`src/rtl/switch_pkg.sv`:
```
// Shared constants and types for the switch debounce/toggle front end.
package switch_pkg;

    localparam int unsigned NUM_SW                 = 4;
    localparam int unsigned CLK_HZ                 = 12_000_000;
    localparam int unsigned DEFAULT_DEBOUNCE_LIMIT = 120000;

    typedef logic [NUM_SW-1:0] sw_vec_t;

    // Clock cycles spanning the given number of milliseconds at CLK_HZ.
    function automatic int unsigned debounce_cycles(input int unsigned ms);
        return (CLK_HZ / 1000) * ms;
    endfunction

endpackage

```
`src/rtl/debounce_filter.sv`:
```
// One switch channel: SYNC_STAGES-flop synchronizer feeding a counter debounce
// filter; o_Rise/o_Fall are registered 1-cycle pulses on accepted transitions.
module debounce_filter
    import switch_pkg::*;
#(
    parameter int unsigned DEBOUNCE_LIMIT = DEFAULT_DEBOUNCE_LIMIT,
    parameter int unsigned SYNC_STAGES    = 2
) (
    input  logic i_Clk,
    input  logic i_Rst_L,
    input  logic i_Raw,
    output logic o_Stable,
    output logic o_Rise,
    output logic o_Fall
);

    localparam int unsigned         CNT_W   = $clog2(DEBOUNCE_LIMIT);
    localparam logic [CNT_W-1:0]    CNT_MAX = CNT_W'(DEBOUNCE_LIMIT - 1);

    logic [SYNC_STAGES-1:0] sync_q;
    logic [CNT_W-1:0]       count;
    logic                   sync;

    assign sync = sync_q[SYNC_STAGES-1];

    always_ff @(posedge i_Clk or negedge i_Rst_L) begin
        if (!i_Rst_L) begin
            sync_q   <= '0;
            count    <= '0;
            o_Stable <= 1'b0;
            o_Rise   <= 1'b0;
            o_Fall   <= 1'b0;
        end else begin
            sync_q <= {sync_q[SYNC_STAGES-2:0], i_Raw};
            o_Rise <= 1'b0;
            o_Fall <= 1'b0;
            // Any cycle agreeing with the accepted level restarts the count.
            if (sync == o_Stable) begin
                count <= '0;
            end else if (count == CNT_MAX) begin
                o_Stable <= sync;
                o_Rise   <= sync;
                o_Fall   <= ~sync;
                count    <= '0;
            end else begin
                count <= count + 1'b1;
            end
        end
    end

endmodule

```
`src/rtl/switch_debounce_toggle.sv`:
```
// Four debounced switches, each toggling a registered LED on press.
// Define SWITCH_BOTH_EDGE_EN to also toggle on release (LED follows the switch).
module switch_debounce_toggle
    import switch_pkg::*;
#(
    parameter int unsigned DEBOUNCE_LIMIT = DEFAULT_DEBOUNCE_LIMIT,
    parameter int unsigned SYNC_STAGES    = 2
) (
    input  logic i_Clk,
    input  logic i_Rst_L,
    input  logic i_Switch_1,
    input  logic i_Switch_2,
    input  logic i_Switch_3,
    input  logic i_Switch_4,
    output logic o_LED_1,
    output logic o_LED_2,
    output logic o_LED_3,
    output logic o_LED_4
);

`ifdef SWITCH_BOTH_EDGE_EN
    localparam logic BOTH_EDGE = 1'b1;
`else
    localparam logic BOTH_EDGE = 1'b0;
`endif

    sw_vec_t raw;
    sw_vec_t rise;
    sw_vec_t fall;
    sw_vec_t unused_stable;
    sw_vec_t toggle;
    sw_vec_t led_q;

    assign raw = {i_Switch_4, i_Switch_3, i_Switch_2, i_Switch_1};

    for (genvar ch = 0; ch < NUM_SW; ch++) begin : g_ch
        debounce_filter #(
            .DEBOUNCE_LIMIT(DEBOUNCE_LIMIT),
            .SYNC_STAGES   (SYNC_STAGES)
        ) u_filter (
            .i_Clk   (i_Clk),
            .i_Rst_L (i_Rst_L),
            .i_Raw   (raw[ch]),
            .o_Stable(unused_stable[ch]),
            .o_Rise  (rise[ch]),
            .o_Fall  (fall[ch])
        );
    end

    always_comb begin
        toggle = rise | (fall & {NUM_SW{BOTH_EDGE}});
    end

    always_ff @(posedge i_Clk or negedge i_Rst_L) begin
        if (!i_Rst_L) begin
            led_q <= '0;
        end else begin
            led_q <= led_q ^ toggle;
        end
    end

    assign o_LED_1 = led_q[0];
    assign o_LED_2 = led_q[1];
    assign o_LED_3 = led_q[2];
    assign o_LED_4 = led_q[3];

endmodule

```
`config.mk`:
```
export PLATFORM = sky130hd
export DESIGN_NAME = switch_debounce_toggle
export DESIGN_NICKNAME = d
export VERILOG_FILES = /design/src/rtl/switch_pkg.sv /design/src/rtl/debounce_filter.sv /design/src/rtl/switch_debounce_toggle.sv
export SDC_FILE = /design/constraint.sdc
export NUM_CORES = 1
export LEC_CHECK = 0
export CAP_MARGIN = 15
export CORE_MARGIN = 2
export CORE_UTILIZATION = 50
export CTS_CLUSTER_DIAMETER = 120
export DETAILED_ROUTE_END_ITERATION = 6
export HOLD_SLACK_MARGIN = 0.08
export PLACE_DENSITY = 0.67
export SLEW_MARGIN = 15
export SYNTH_ARGS = -nofsm -noshare
export SYNTH_HDL_FRONTEND = slang
export SYNTH_SLANG_ARGS = --single-unit
```
`constraint.sdc`:
```
create_clock -name i_Clk -period 4.6 [get_ports i_Clk]
set_clock_uncertainty 0.05 [all_clocks]
set_input_delay 0.69 -clock i_Clk [delete_from_list [all_inputs] [get_ports i_Clk]]
set_output_delay 0.69 -clock i_Clk [all_outputs]
set_load 0.03 [all_outputs]
```
==> qor.txt <==
First-pass GRT wire length: 12100 um
Synth async-reset ratio: 100%
P_int: 1010 uW
Top post-synthesis cells by area: dfrtp_1, xnor2_1, nor2_1
Slowest cell on crit path: clkdlybuf4s50_1
Fin. Hold Viols: 0
CTS Hold Bufs: 0
CP Launch Type: flop
Logic pwr share: 3.5%
Gr usage total: 17.3%
Compound-Gate Fraction of Synth Area: 2.20%
# DRC: 0
Synth cell count leaders: dfrtp_1, nor2_1, xnor2_1, nand3_1, xor2_1
Clock group share of total power: 37.8%
WS Path Type: reg2out
Synth top area share: 53.7%
Worst IR Drop VDD: 160 uV
Max-slew violations: 0
CORE AREA: 8090 um2
CTS buffer count: 9
Clk Latency, worst-skew pair: 370 ps
Final instance area: 4460 um2
DIE HEIGHT: 94.6 um
Routed len/inst: 13.4 um
Synth Area in Simple Gates: 26.3%
Total length of routed met3 wires: 193 um
Root buf cell: clkbuf_8
Placed cell area: 4270 um2
CTS Sinks: 88
Post-synth top area cell: dfrtp_1
Psw: 354 uW
Ys Warns: 0
Number of non-filler instances in the completed layout: 512
Post-cts sizing count: 0
Net Sw Frac: 26.0%
# setup viols final: 0
Largest stage delay, worst path: 680 ps
Max-cap violations: 0
RePlAce Congestion: 0.794
Top routing layer in use: met4
Vias in the first global route: 2637
Max clock buf depth: 2
Most frequent cell after synthesis: dfrtp_1
Post-synthesis cell count: 390
Post-synth EDFFs: 0
Main synth FF type: dfrtp_1
Cell variety after synth: 44
Flops & latches, synth: 88
Clock transition at path regs: 90 ps
Xor/xnor cell area share of the yosys netlist: 13.7%
Worst Path Arrival: 1450 ps
Register area share after synthesis: 53.7%
Main combinational cell family by area after synthesis: simple AND/OR/NAND/NOR gates
Worst Hold Class: reg2reg
Num rows: 33
P_leak: 0.00180 uW
WL final: 6880 um
Vias per cell: 5.39
Final ANT Viol Nets: 0
Synth Area per Inst: 10.5 um2
Die X: 94.6 um
Slew @ Worst Pin: 765 ps
Sequential group share of total power: 58.7%
Net count, final: 412
Via count: 2759
Initial antenna violation count: 0
IO Pins: 10
TritonRoute pass-1 iters: 4
Post-Syn Area: 4100 um2
Power per cell area: 305 nW/um2
Worst EP required: 3860 ps
Fmax: 457 MHz
Synth Net Count: 400
Hpwl dp: 4400 um
Setup_tns: 0 ps
Metal2 WL: 3230 um
CTS tree: yes
Minimum clock period: 2190 ps
Share of post-route cells with drive strength above 1: 7.37%
Antenna diodes: 0
CP Cell Sequence: clkdlybuf4s50_1
RSZ-0062 raised after global routing: false
Met1 wire length: 3340 um
Outcome: complete, no violations
Area of the die: 8950 um2
Largest net degree at the start of global routing: 89
Slew headroom: 49.0%
I/O Buffers: 9
Buffers and inverters on the worst path: 1
Synth-to-layout area growth: 8.78%
CP max FO: 2
Mux contribution to synthesized area: 0.823%
Final period util: 47.5%
Grt ovf: 0
Critical Path End Type: primary output
Htree depth: 3
Iteration-0 DRC Markers: 53
Critical path's top delay family: buffers and inverters
Placed insts: 496
Post-CTS setup buffer count: 0
Initial Utilization: 50.7%
Post-synthesis adder-cell area fraction: 1.22%
==> kinds of logic after synthesis <==
logic type | Yosys count
AND/OR/NAND/NOR | 200
flip-flops | 88
XOR/XNOR | 64
buffers and inverters | 19
AO/OA/AOI/OAI | 12
adder cells (fa/ha/maj) | 4
multiplexers | 3
==> worst paths after layout <==
kind / startpoint / end / slack, ps / cells after the start
max: led_q[1] / o_LED_2 / 2410 / 1
min: g_ch[2].u_filter.sync_q[0] / g_ch[2].u_filter.sync_q[1] / 310 / 0
max reg2reg: g_ch[3].u_filter.count[0] / g_ch[3].u_filter.count[2] / 2490 / 5
min reg2reg: g_ch[2].u_filter.sync_q[0] / g_ch[2].u_filter.sync_q[1] / 310 / 0
max in group asynchronous: i_Rst_L / g_ch[2].u_filter.count[1] / 3660 / 1
min in group asynchronous: i_Rst_L / g_ch[3].u_filter.count[10] / 330 / 1
==> state kept, by name (all words and copies together), names as in the netlist <==
register,count
led_q,4
g_ch.u_filter.o_Stable,4
g_ch.u_filter.sync_q,8
g_ch.u_filter.o_Rise,4
g_ch.u_filter.count,68
==> layer usage <==
metal  GRT usage (%)  up-vias
li1                -     1373
met1            23.1     1347
met2            27.2       29
met3            4.39       10
met4            6.76        0
met5               0        -
==> power by group through the flow <==
stage                     Combinational [uW]  Clock [uW]  Sequential [uW]
after floorplan                         27.7           0              809
after global placement                  48.8           0              812
after detailed placement                50.0           0              813
after CTS                               50.2         529              798
after global routing                    56.1         561              800
final                                   48.2         514              798
==> placed cells by master (no fill, tap or decap), types with 2 or more instances in the layout <==
master / n
clkinvlp_4: 2
dfrtp_1: 88
clkbuf_8: 9
clkdlybuf4s50_1: 8
inv_6: 3
nor3b_1: 2
nand4_2: 3
mux2_2: 2
inv_1: 11
nor3_1: 18
o21ai_0: 4
or3_1: 4
nor2_1: 68
and3_1: 3
nand3b_1: 3
nand4_1: 18
nand3_1: 22
nor4b_1: 3
a21oi_1: 3
and4_1: 4
nand4bb_1: 2
nand2_1: 20
xnor2_1: 42
xor2_1: 22
ha_1: 4
nor4bb_1: 2
nor4_1: 17
==> stage by stage <==
stage	worst slack (ps)	utilization (%)	hold WS [ps]	power, uW
CTS	2390	55.1	305	1380
global route	2270	55.1	313	1420
global placement	2540	52.8	284	861
floorplan	2780	-	281	837
detailed placement	2460	52.8	285	863
finish	2410	55.1	306	1360
==> area by class of cell <==
class,count,area [um2]
inverters,11,41.3
clock inverters,7,61.3
fillers,733,3630
flip-flops and latches,88,2200
well taps,105,131
repair buffers,9,91.3
multi-input cells,283,1810
clock buffers,9,124
No activity file was read; power rests on OpenSTA's default activity.
